$ cat src/rtl/dm_access_ctrl.sv
// MEM-stage load/store sequencer: byte lanes, store replication, load extension, watchdog abort (ALIGN_EXC_EN: trap misaligned).
// Latency: done one cycle after mem_ready (min 2 cycles); misaligned trap in 1; watchdog abort after MAX_WAIT.
// Backpressure: busy stalls the pipeline combinationally from the request cycle until the done cycle.
module dm_access_ctrl #(
    parameter int MAX_WAIT = 15
) (
    input  logic        clk,
    input  logic        reset,
    input  logic        req_valid,
    input  logic        req_we,
    input  logic [1:0]  req_size,
    input  logic        req_uns,
    input  logic [31:0] req_addr,
    input  logic [31:0] req_wdata,
    output logic        busy,
    output logic        done,
    output logic        err,
    output logic [31:0] rdata,
    output logic        mem_en,
    output logic        mem_we,
    output logic [3:0]  mem_be,
    output logic [31:0] mem_addr,
    output logic [31:0] mem_wdata,
    input  logic [31:0] mem_rdata,
    input  logic        mem_ready
);
    typedef enum logic [1:0] {IDLE, ACCESS, RESP} state_t;

    state_t      state;
    logic [7:0]  wait_cnt;
    logic        lat_we;
    logic        lat_uns;
    logic [1:0]  lat_size;
    logic [1:0]  lat_lo;
    logic        misalign;

    function automatic logic [3:0] be_of(input logic [1:0] size, input logic [1:0] lo);
        case (size)
            2'b00:   be_of = 4'b0001 << lo;
            2'b01:   be_of = lo[1] ? 4'b1100 : 4'b0011;
            default: be_of = 4'b1111;
        endcase
    endfunction

    function automatic logic [31:0] wdata_of(input logic [1:0] size, input logic [31:0] d);
        case (size)
            2'b00:   wdata_of = {4{d[7:0]}};
            2'b01:   wdata_of = {2{d[15:0]}};
            default: wdata_of = d;
        endcase
    endfunction

    function automatic logic [31:0] extract(input logic [1:0] size, input logic uns,
                                            input logic [1:0] lo, input logic [31:0] w);
        logic [7:0]  b;
        logic [15:0] h;
        b = w[{lo, 3'b000} +: 8];
        h = lo[1] ? w[31:16] : w[15:0];
        case (size)
            2'b00:   extract = {{24{~uns & b[7]}}, b};
            2'b01:   extract = {{16{~uns & h[15]}}, h};
            default: extract = w;
        endcase
    endfunction

`ifdef ALIGN_EXC_EN
    assign misalign = ((req_size == 2'b01) && req_addr[0]) ||
                      (req_size[1] && (req_addr[1:0] != 2'b00));
`else
    assign misalign = 1'b0;
`endif

    assign busy = req_valid && (state != RESP);

    always_ff @(posedge clk or posedge reset) begin
        if (reset) begin
            state     <= IDLE;
            wait_cnt  <= '0;
            lat_we    <= 1'b0;
            lat_uns   <= 1'b0;
            lat_size  <= '0;
            lat_lo    <= '0;
            done      <= 1'b0;
            err       <= 1'b0;
            rdata     <= '0;
            mem_en    <= 1'b0;
            mem_we    <= 1'b0;
            mem_be    <= '0;
            mem_addr  <= '0;
            mem_wdata <= '0;
        end else begin
            case (state)
                IDLE: begin
                    done  <= 1'b0;
                    err   <= 1'b0;
                    rdata <= '0;
                    if (req_valid) begin
                        lat_we   <= req_we;
                        lat_uns  <= req_uns;
                        lat_size <= req_size;
                        lat_lo   <= req_addr[1:0];
                        wait_cnt <= '0;
                        if (misalign) begin
                            state <= RESP;
                            done  <= 1'b1;
                            err   <= 1'b1;
                        end else begin
                            state     <= ACCESS;
                            mem_en    <= 1'b1;
                            mem_we    <= req_we;
                            mem_be    <= be_of(req_size, req_addr[1:0]);
                            mem_addr  <= {req_addr[31:2], 2'b00};
                            mem_wdata <= wdata_of(req_size, req_wdata);
                        end
                    end
                end
                ACCESS: begin
                    if (mem_ready || (wait_cnt == 8'(MAX_WAIT - 1))) begin
                        state     <= RESP;
                        done      <= 1'b1;
                        err       <= ~mem_ready;
                        rdata     <= (mem_ready && !lat_we) ?
                                     extract(lat_size, lat_uns, lat_lo, mem_rdata) : 32'h0;
                        mem_en    <= 1'b0;
                        mem_we    <= 1'b0;
                        mem_be    <= '0;
                        mem_addr  <= '0;
                        mem_wdata <= '0;
                    end else begin
                        wait_cnt <= wait_cnt + 8'd1;
                    end
                end
                RESP: begin
                    state <= IDLE;
                    done  <= 1'b0;
                    err   <= 1'b0;
                    rdata <= '0;
                end
                default: state <= IDLE;
            endcase
        end
    end
endmodule

$ cat config.mk
export PLATFORM = sky130hd
export DESIGN_NAME = dm_access_ctrl
export DESIGN_NICKNAME = d
export VERILOG_FILES = /design/src/rtl/dm_access_ctrl.sv
export SDC_FILE = /design/constraint.sdc
export NUM_CORES = 1
export LEC_CHECK = 0
export BUFFER_PORTS_ARGS = -buffer_cell sky130_fd_sc_hd__buf_2
export CAP_MARGIN = 15
export CORE_MARGIN = 2
export CORE_UTILIZATION = 49
export DETAILED_ROUTE_END_ITERATION = 8
export PLACE_DENSITY = 0.9
export SETUP_SLACK_MARGIN = 0.5
export SLEW_MARGIN = 25
export SYNTH_ARGS = -nofsm -noshare
export SYNTH_HDL_FRONTEND = slang
export SYNTH_SLANG_ARGS = --single-unit
$ cat constraint.sdc
create_clock -name clk -period 4 [get_ports clk]
set_input_delay 0.2 -clock clk [delete_from_list [all_inputs] [get_ports clk]]
set_output_delay 0.2 -clock clk [all_outputs]
set_load 0.02 [all_outputs]
==> flow_summary.json, run 1 <==
{
  "std_cell_rows": 38,
  "grt_setup_unrepaired": "false",
  "crit_arrival_ns": 2.80,
  "relSlewSlack_pct": 31.6,
  "tritoncts": "yes",
  "violations": "negative hold slack",
  "intPower_uw": 3100,
  "synth_async_sr_flop_share_pct": 100,
  "cpMaxStageDelayCell": "dfrtp_1",
  "clkLatencyLatePin_ns": 0.42,
  "synthAdderAreaFrac_pct": 0.452,
  "criticalPathCategory": "reg2reg",
  "period_share_pct": 61.5,
  "core-area_um2": 10900,
  "final_area_um2": 7440,
  "synth_xor_area_share_pct": 0.316,
  "synth_cells": 553,
  "tightest_slew_ns": 1.02,
  "clockRootBuffer": "clkbuf_16",
  "seqPwrFrac_pct": 36.1,
  "routedWlPerCell_um": 17.3,
  "vdd_drop_max_mv": 0.489,
  "area_delta_synth_final_pct": 34.4,
  "yosysWarningCount": 0,
  "grt_max_degree": 60,
  "power_density_nw_per_um2": 695,
  "status": "finished with violations",
  "switching_share_pct": 40.0,
  "ys_types": 50,
  "overflow": 0,
  "crit_buf_inv": 0,
  "fmax_ghz": 0.406,
  "path_max_fanout": 19,
  "avgSynthCellArea_um2": 10.0,
  "cts_buffers": 17,
  "cts_buffer_depth": 2,
  "worstSetupStartpointType": "flop",
  "vias": 5076,
  "setup-violations-final": 0,
  "dr.pass1.iters": 5,
  "cp_cell_sequence": "mux2_4, o21ai_2, a2111oi_4, a221o_1",
  "fp.dieH_um": 110,
  "synth_compound_area_share_pct": 19.4,
  "layout-drive-gt1-share_pct": 34.2,
  "p_switching_uw": 2070,
  "period_needed_ns": 2.46,
  "ant_nets": 0,
  "num-fill-cells": 778,
  "die_w_um": 110,
  "fin_hold_ws_ns": -0.00347,
  "place.gp.congestion": 0.866,
  "synth_edf_count": 0,
  "die_area_um2": 12200,
  "crit_family": "compound AO/OA/AOI/OAI gates",
  "synthSimpleGateAreaFrac_pct": 15.5,
  "pwr-share-comb_pct": 33.7,
  "drc": 0,
  "synth_seq_cells": 118,
  "avgViaCountPerCell": 5.53,
  "worstSetupEndpointType": "flop",
  "grt_pass1_wl_mm": 24.5,
  "synth_top_family_by_area": "compound AO/OA/AOI/OAI gates",
  "p_leak_uw": 0.00378,
  "placed_area_um2": 6620,
  "htreeDepth": 4,
  "maxCapViolations": 0,
  "drv_slew": 0,
  "hold_viol_final": 1,
  "max_stage_delay_ns": 0.94,
  "pin_count": 209,
  "antenna_found_initial": 0,
  "synth.area.mux_share_pct": 6.26,
  "start_util_pct": 50.7,
  "ys_seq_area_share_pct": 53.3,
  "cp_data_required_time_ns": 4.34,
  "grt_usage_pct": 26.4,
  "worstHoldPathType": "in2reg",
  "setup_tns_ns": 0,
  "clk_pin_slew_ns": 0.06,
  "place_hpwl_mm": 10.3,
  "p_clk_share_pct": 30.2,
  "fin_nets": 871,
  "first_global_vias": 4920,
  "syn_area_um2": 5540,
  "wl_mm": 15.9,
  "clkSinkCount": 118,
  "portBuffers": 206,
  "antennaDiodeCount": 0,
  "clock_skew_ns": 0.0208,
  "synth_flop_cell": "dfrtp_1",
  "drt-initial-drc-count": 440
}
layer usage:
layer	up-vias	GRT usage [%]	routed length, um
li1	2371	-	-
met1	2413	33.5	6490
met2	262	42.3	7680
met3	30	7.64	1340
met4	0	11.3	387
met5	-	0	0
power by group through the flow:
| stage | Clock (uW) | Combinational, uW | Sequential [uW] |
|---|---|---|---|
| 6_report | 1560 | 1740 | 1870 |
| 5_1_grt | 1640 | 1900 | 1910 |
| 4_1_cts | 1580 | 1740 | 1860 |
| 3_5_place_dp | 0 | 1730 | 1860 |
| 3_3_place_gp | 0 | 1680 | 1860 |
| 2_1_floorplan | 0 | 817 | 2180 |
timing repair:
item / 4_1_cts / 5_1_grt
endpoints found under the setup margin: 0 / 0
resized for setup: 0 / 0
buffers inserted: 0 / 0
hold endpoints to repair: 72 / 0
hold buffers: 22 / 0
synthesized netlist by cell type (all sizes together) (2+ instances only):
master   instances  area [um^2]
buf             15          104
nor3b            2         15.0
a21oi           19         98.9
nand2b           3         18.8
nand2          116          435
inv             13         48.8
dfrtp          118         2950
a21o             4         30.0
a22o             4         35.0
mux2i           23          230
or3b             2         17.5
nor3             4         20.0
o21ai           67          339
nand3           11         55.1
o31ai            2         15.0
mux2            10          116
o211ai           2         15.0
clkbuf          29          109
xnor2            2         17.5
nor2b           26          163
a221oi           2         23.8
ha               2         25.0
o2bb2ai         26          228
a221o           16          160
nor2            12         45.0
o32ai            7         61.3
kinds of logic (layout without fill, tap and decap cells):
kind of cell / after synthesis / after routing
AO/OA/AOI/OAI: 155 / 155
XOR/XNOR: 2 / 2
adder cells (fa/ha/maj): 2 / 2
buffers and inverters: 57 / 281
flip-flops: 118 / 118
multiplexers: 33 / 33
other: 1 / 2
AND/OR/NAND/NOR: 185 / 185
area by class of cell:
| type | count | area (um^2) | area share [%] |
|---|---|---|---|
| Clock buffer | 17 | 425 | 5.71 |
| Timing Repair Buffer | 236 | 1310 | 17.6 |
| Tap cell | 140 | 175 | 2.35 |
| Inverter | 13 | 51.3 | 0.689 |
| Clock inverter | 15 | 179 | 2.40 |
| Multi-Input combinational cell | 379 | 2350 | 31.6 |
| Sequential cell | 118 | 2950 | 39.7 |
stage by stage:
step	hold slack [ns]	instances	setup slack, ns	utilization, %	total power (uW)
after global placement	0.337	864	1.67	60.5	3550
after detailed placement	0.348	864	1.62	60.5	3590
after CTS	0.00129	918	1.58	68.1	5180
after global routing	0.00768	918	1.40	68.1	5460
final	-0.00347	918	1.54	68.1	5170
after floorplan	0.305	554	0.671	-	3000
worst reg2reg max path, stage by stage, from the launching register on:
cell and delay (ns):
dfrtp_1 0.94, mux2_4 0.33, o21ai_2 0.07, a2111oi_4 0.84, a221o_1 0.22
sequential cells by signal, indices dropped and copies added, names as in the netlist:
name and count:
done 1, err 1, lat_lo 2, lat_size 2
lat_uns 1, lat_we 1, mem_addr 30, mem_be 4
mem_en 1, mem_wdata 32, mem_we 1, rdata 32
state 2, wait_cnt 8
placed cells by master, fill, tap and decap left out, types with 2 or more instances in the layout:
cell | Yosys | layout
nor2b_1 | 26 | 26
a21oi_1 | 18 | 18
o32ai_1 | 7 | 7
dlygate4sd3_1 | 0 | 22
o21ai_0 | 25 | 25
inv_6 | 0 | 3
conb_1 | 1 | 2
o2bb2ai_1 | 26 | 26
xnor2_1 | 2 | 2
ha_1 | 2 | 2
mux2_2 | 9 | 9
clkbuf_16 | 0 | 17
nand3_1 | 11 | 10
dfrtp_1 | 118 | 118
a221o_1 | 16 | 16
o31ai_1 | 2 | 2
mux2i_1 | 23 | 23
o21ai_1 | 41 | 41
inv_8 | 0 | 8
nand2_1 | 116 | 116
inv_1 | 12 | 11
buf_4 | 4 | 8
o211ai_1 | 2 | 2
nand2b_1 | 3 | 3
a22o_1 | 4 | 4
nor2_1 | 12 | 12
buf_2 | 8 | 206
or3b_1 | 2 | 2
a21o_1 | 4 | 4
nor3_1 | 4 | 4
final timing paths:
path                                  startpoint                   endpoint  slack [ns]  depth (start not counted)
max                        lat_lo[1]$_DFFE_PP0P_      rdata[20]$_DFFE_PP0P_        1.54                          4
min                                 req_addr[12]   mem_addr[12]$_DFFE_PP0P_      -0.003                          3
max reg2reg                lat_lo[1]$_DFFE_PP0P_      rdata[20]$_DFFE_PP0P_        1.54                          4
min reg2reg                   mem_en$_DFFE_PP0P_         mem_en$_DFFE_PP0P_        0.47                          1
max in group asynchronous                  reset  mem_wdata[28]$_DFFE_PP0P_        2.67                          4
min in group asynchronous                  reset       rdata[2]$_DFFE_PP0P_        0.45                          3
Power figures use the tool's default switching activity.
==> run 2: changes to the inputs <==
- ABC_AREA: unset -> 1
- CORE_UTILIZATION: 49 -> 50
- PLACE_DENSITY: 0.9 -> 0.91
- clock period: 4 -> 2.3 ns (I/O delays scaled with it)
==> run 2 against run 1 <==
The flow now finishes without violations. Worst hold slack improved by 0.017 ns. Critical path depth increased by 4. First-iteration DRC count increased by 41%. Wire length increased by 15%. Total power increased by 88%. Flip-flop and latch count unchanged. Critical path type unchanged. Largest power group is now combinational cells. Highest routed layer unchanged.
==> flow_summary.json, run 2 <==
{
  "status": "complete, no violations",
  "cts_buffers": 17,
  "synth_flop_cell": "dfrtp_1",
  "final_area_um2": 8120,
  "yosysMostFrequentCell": "nand2_1",
  "hold_viol_final": 0,
  "first_global_vias": 5828,
  "relSlewSlack_pct": 57.9,
  "portBuffers": 206,
  "grt_setup_unrepaired": "false",
  "htreeDepth": 4,
  "clock_skew_ns": 0.0100,
  "synth_top_cell_by_area": "dfrtp_1",
  "wl_mm": 18.4,
  "crit_family": "buffers and inverters",
  "criticalPathCategory": "reg2reg",
  "worstSetupStartpointType": "flop",
  "tightest_slew_ns": 0.632,
  "crit_cells": 8,
  "maxCapViolations": 0,
  "place_hpwl_mm": 11.3,
  "pwr-share-comb_pct": 39.2,
  "crit_arrival_ns": 2.00,
  "pin_count": 209,
  "grt_max_degree": 99,
  "syn_area_um2": 5750,
  "std_cell_rows": 39,
  "avgSynthCellArea_um2": 8.13,
  "p_leak_uw": 0.00446,
  "crit_buf_inv": 4,
  "worstHoldPathType": "in2reg",
  "layout_common_cells": "nand2_1 (222), buf_2 (206), nand3_1 (132)",
  "vias": 6121,
  "clk_pin_slew_ns": 0.06,
  "antenna_found_initial": 0,
  "setup-violations-final": 0,
  "period_share_pct": 74.6,
  "fin_nets": 1059,
  "clkLatencyLatePin_ns": 0.41,
  "grt_usage_pct": 29.2,
  "placed_area_um2": 6890,
  "drc": 0,
  "worstSetupEndpointType": "flop",
  "synth_top_area_share_pct": 51.4,
  "p_switching_uw": 3920,
  "fmax_ghz": 0.583,
  "die_area_um2": 12400,
  "layout-drive-gt1-share_pct": 31.1,
  "period_needed_ns": 1.71,
  "ys_seq_area_share_pct": 51.4,
  "synth_seq_cells": 118,
  "p_clk_share_pct": 28.0,
  "largest_registers": "mem_wdata x32, rdata x32, mem_addr x30",
  "synth_area_leaders": "dfrtp_1 (51%), nand2_1 (15%), nand3_1 (11%)",
  "cts_buffer_depth": 2,
  "setup_tns_ns": 0,
  "tritoncts": "yes",
  "yosysWarningCount": 0,
  "antennaDiodeCount": 0,
  "synth_async_sr_flop_share_pct": 100,
  "mostFrequentLayoutCell": "nand2_1",
  "synth_edf_count": 0,
  "clkSinkCount": 118,
  "avgViaCountPerCell": 5.52,
  "fp.dieH_um": 111,
  "reg2regPathDepth": 8,
  "core-area_um2": 11300,
  "grt_pass1_wl_mm": 29.1,
  "place.gp.congestion": 0.910,
  "num-fill-cells": 792,
  "drt-initial-drc-count": 619,
  "cpMaxStageDelayCell": "dfrtp_1",
  "cp_data_required_time_ns": 2.59,
  "max_stage_delay_ns": 0.38,
  "intPower_uw": 5810,
  "seqPwrFrac_pct": 32.8,
  "power_density_nw_per_um2": 1200,
  "dr.pass1.iters": 5,
  "die_w_um": 111,
  "overflow": 0,
  "ant_nets": 0,
  "drv_slew": 0,
  "min_path_cells": 3,
  "area_delta_synth_final_pct": 41.2,
  "synth_cells": 707,
  "start_util_pct": 50.8,
  "switching_share_pct": 40.3,
  "clockRootBuffer": "clkbuf_16",
  "path_max_fanout": 35,
  "ys_types": 36,
  "ys_top_cells_by_count": "nand2_1 (226), nand3_1 (132), dfrtp_1 (118), o21ai_0 (60), inv_1 (29)",
  "cp_cell_sequence": "buf_8, inv_2, nor2_4, buf_12, nand2_8, buf_16, nand3_1, nand2_1",
  "vdd_drop_max_mv": 0.779,
  "routedWlPerCell_um": 16.6
}
run 2: cells by family (layout without fill, tap and decap cells):
| group | count (synthesis) | in the layout | synth area share, % |
|---|---|---|---|
| buffers and inverters | 82 | 340 | 6.66 |
| xor gates and xnor gates | 4 | 4 | 0.609 |
| AOI/OAI and AO/OA | 89 | 89 | 8.05 |
| other | 1 | 2 | 0.0652 |
| and+or+nand+nor | 411 | 411 | 32.8 |
| adders and majority gates | 2 | 2 | 0.435 |
| DFF | 118 | 118 | 51.4 |
run 2: routing by layer:
metal / share of wire (%) / track usage [%] / wire [um]
met2: 48 / 46.4 / 8810
met4: 3.6 / 12.7 / 658
met1: 40 / 38.1 / 7380
met3: 8.2 / 7.44 / 1510
met5: 0 / 0 / 0
run 2: cell type report:
type	instances	area [um^2]	share of cell area, %
sequential	118	2950	36.4
multi-input combinational	508	2460	30.3
timing repair buffer	272	1770	21.7
clock buffer	24	492	6.06
tap	143	179	2.20
inverter	36	148	1.82
clock inverter	8	120	1.48
run 2: what timing repair did:
item,4_1_cts,5_1_grt
hold buffers,48,0
buffers inserted,0,1
gates cloned,0,1
hold endpoints to repair,86,0
resized for setup,5,11
pin swaps,0,1
setup endpoints to repair,44,87
run 2: worst register-to-register path: stages, from the launching register on:
cell     delay, ns
dfrtp_1       0.38
buf_8         0.24
inv_2         0.08
nor2_4        0.17
buf_12        0.13
nand2_8       0.14
buf_16        0.22
nand3_1       0.13
nand2_1       0.09
run 2: power groups by stage:
stage                     Sequential, uW  Combinational (uW)  Clock (uW)
after floorplan                     3850                1750           0
after global placement              3160                3500           0
after detailed placement            3170                3560           0
after CTS                           3160                3650        2730
after global routing                3260                4150        2850
final                               3190                3820        2720
run 2: worst paths after layout:
path / startpoint / endpoint / slack [ns]
worst max-delay path: state[0]$_DFFE_PP0P_ / mem_addr[4]$_DFFE_PP0P_ / 0.59
worst min-delay path: req_wdata[15] / mem_wdata[15]$_DFFE_PP0P_ / 0.01
worst max register to register: state[0]$_DFFE_PP0P_ / mem_addr[4]$_DFFE_PP0P_ / 0.59
worst min register to register: done$_DFFE_PP0P_ / done$_DFFE_PP0P_ / 0.47
max in group asynchronous: reset / mem_wdata[20]$_DFFE_PP0P_ / 1.33
min in group asynchronous: reset / mem_wdata[2]$_DFFE_PP0P_ / 0.25
run 2: per-stage QoR:
step / worst slack [ns] / power (uW) / hold WS, ns / util [%] / instances
6_report: 0.585 / 9730 / 0.0136 / 71.7 / 1109
5_1_grt: 0.492 / 10300 / 0.0191 / 71.7 / 1109
4_1_cts: 0.531 / 9540 / 0.00148 / 70.7 / 1106
3_5_place_dp: 0.224 / 6730 / 0.314 / 60.9 / 1026
3_3_place_gp: 0.341 / 6660 / 0.315 / 60.9 / 1026
2_1_floorplan: 0.744 / 5600 / 0.225 / - / 708
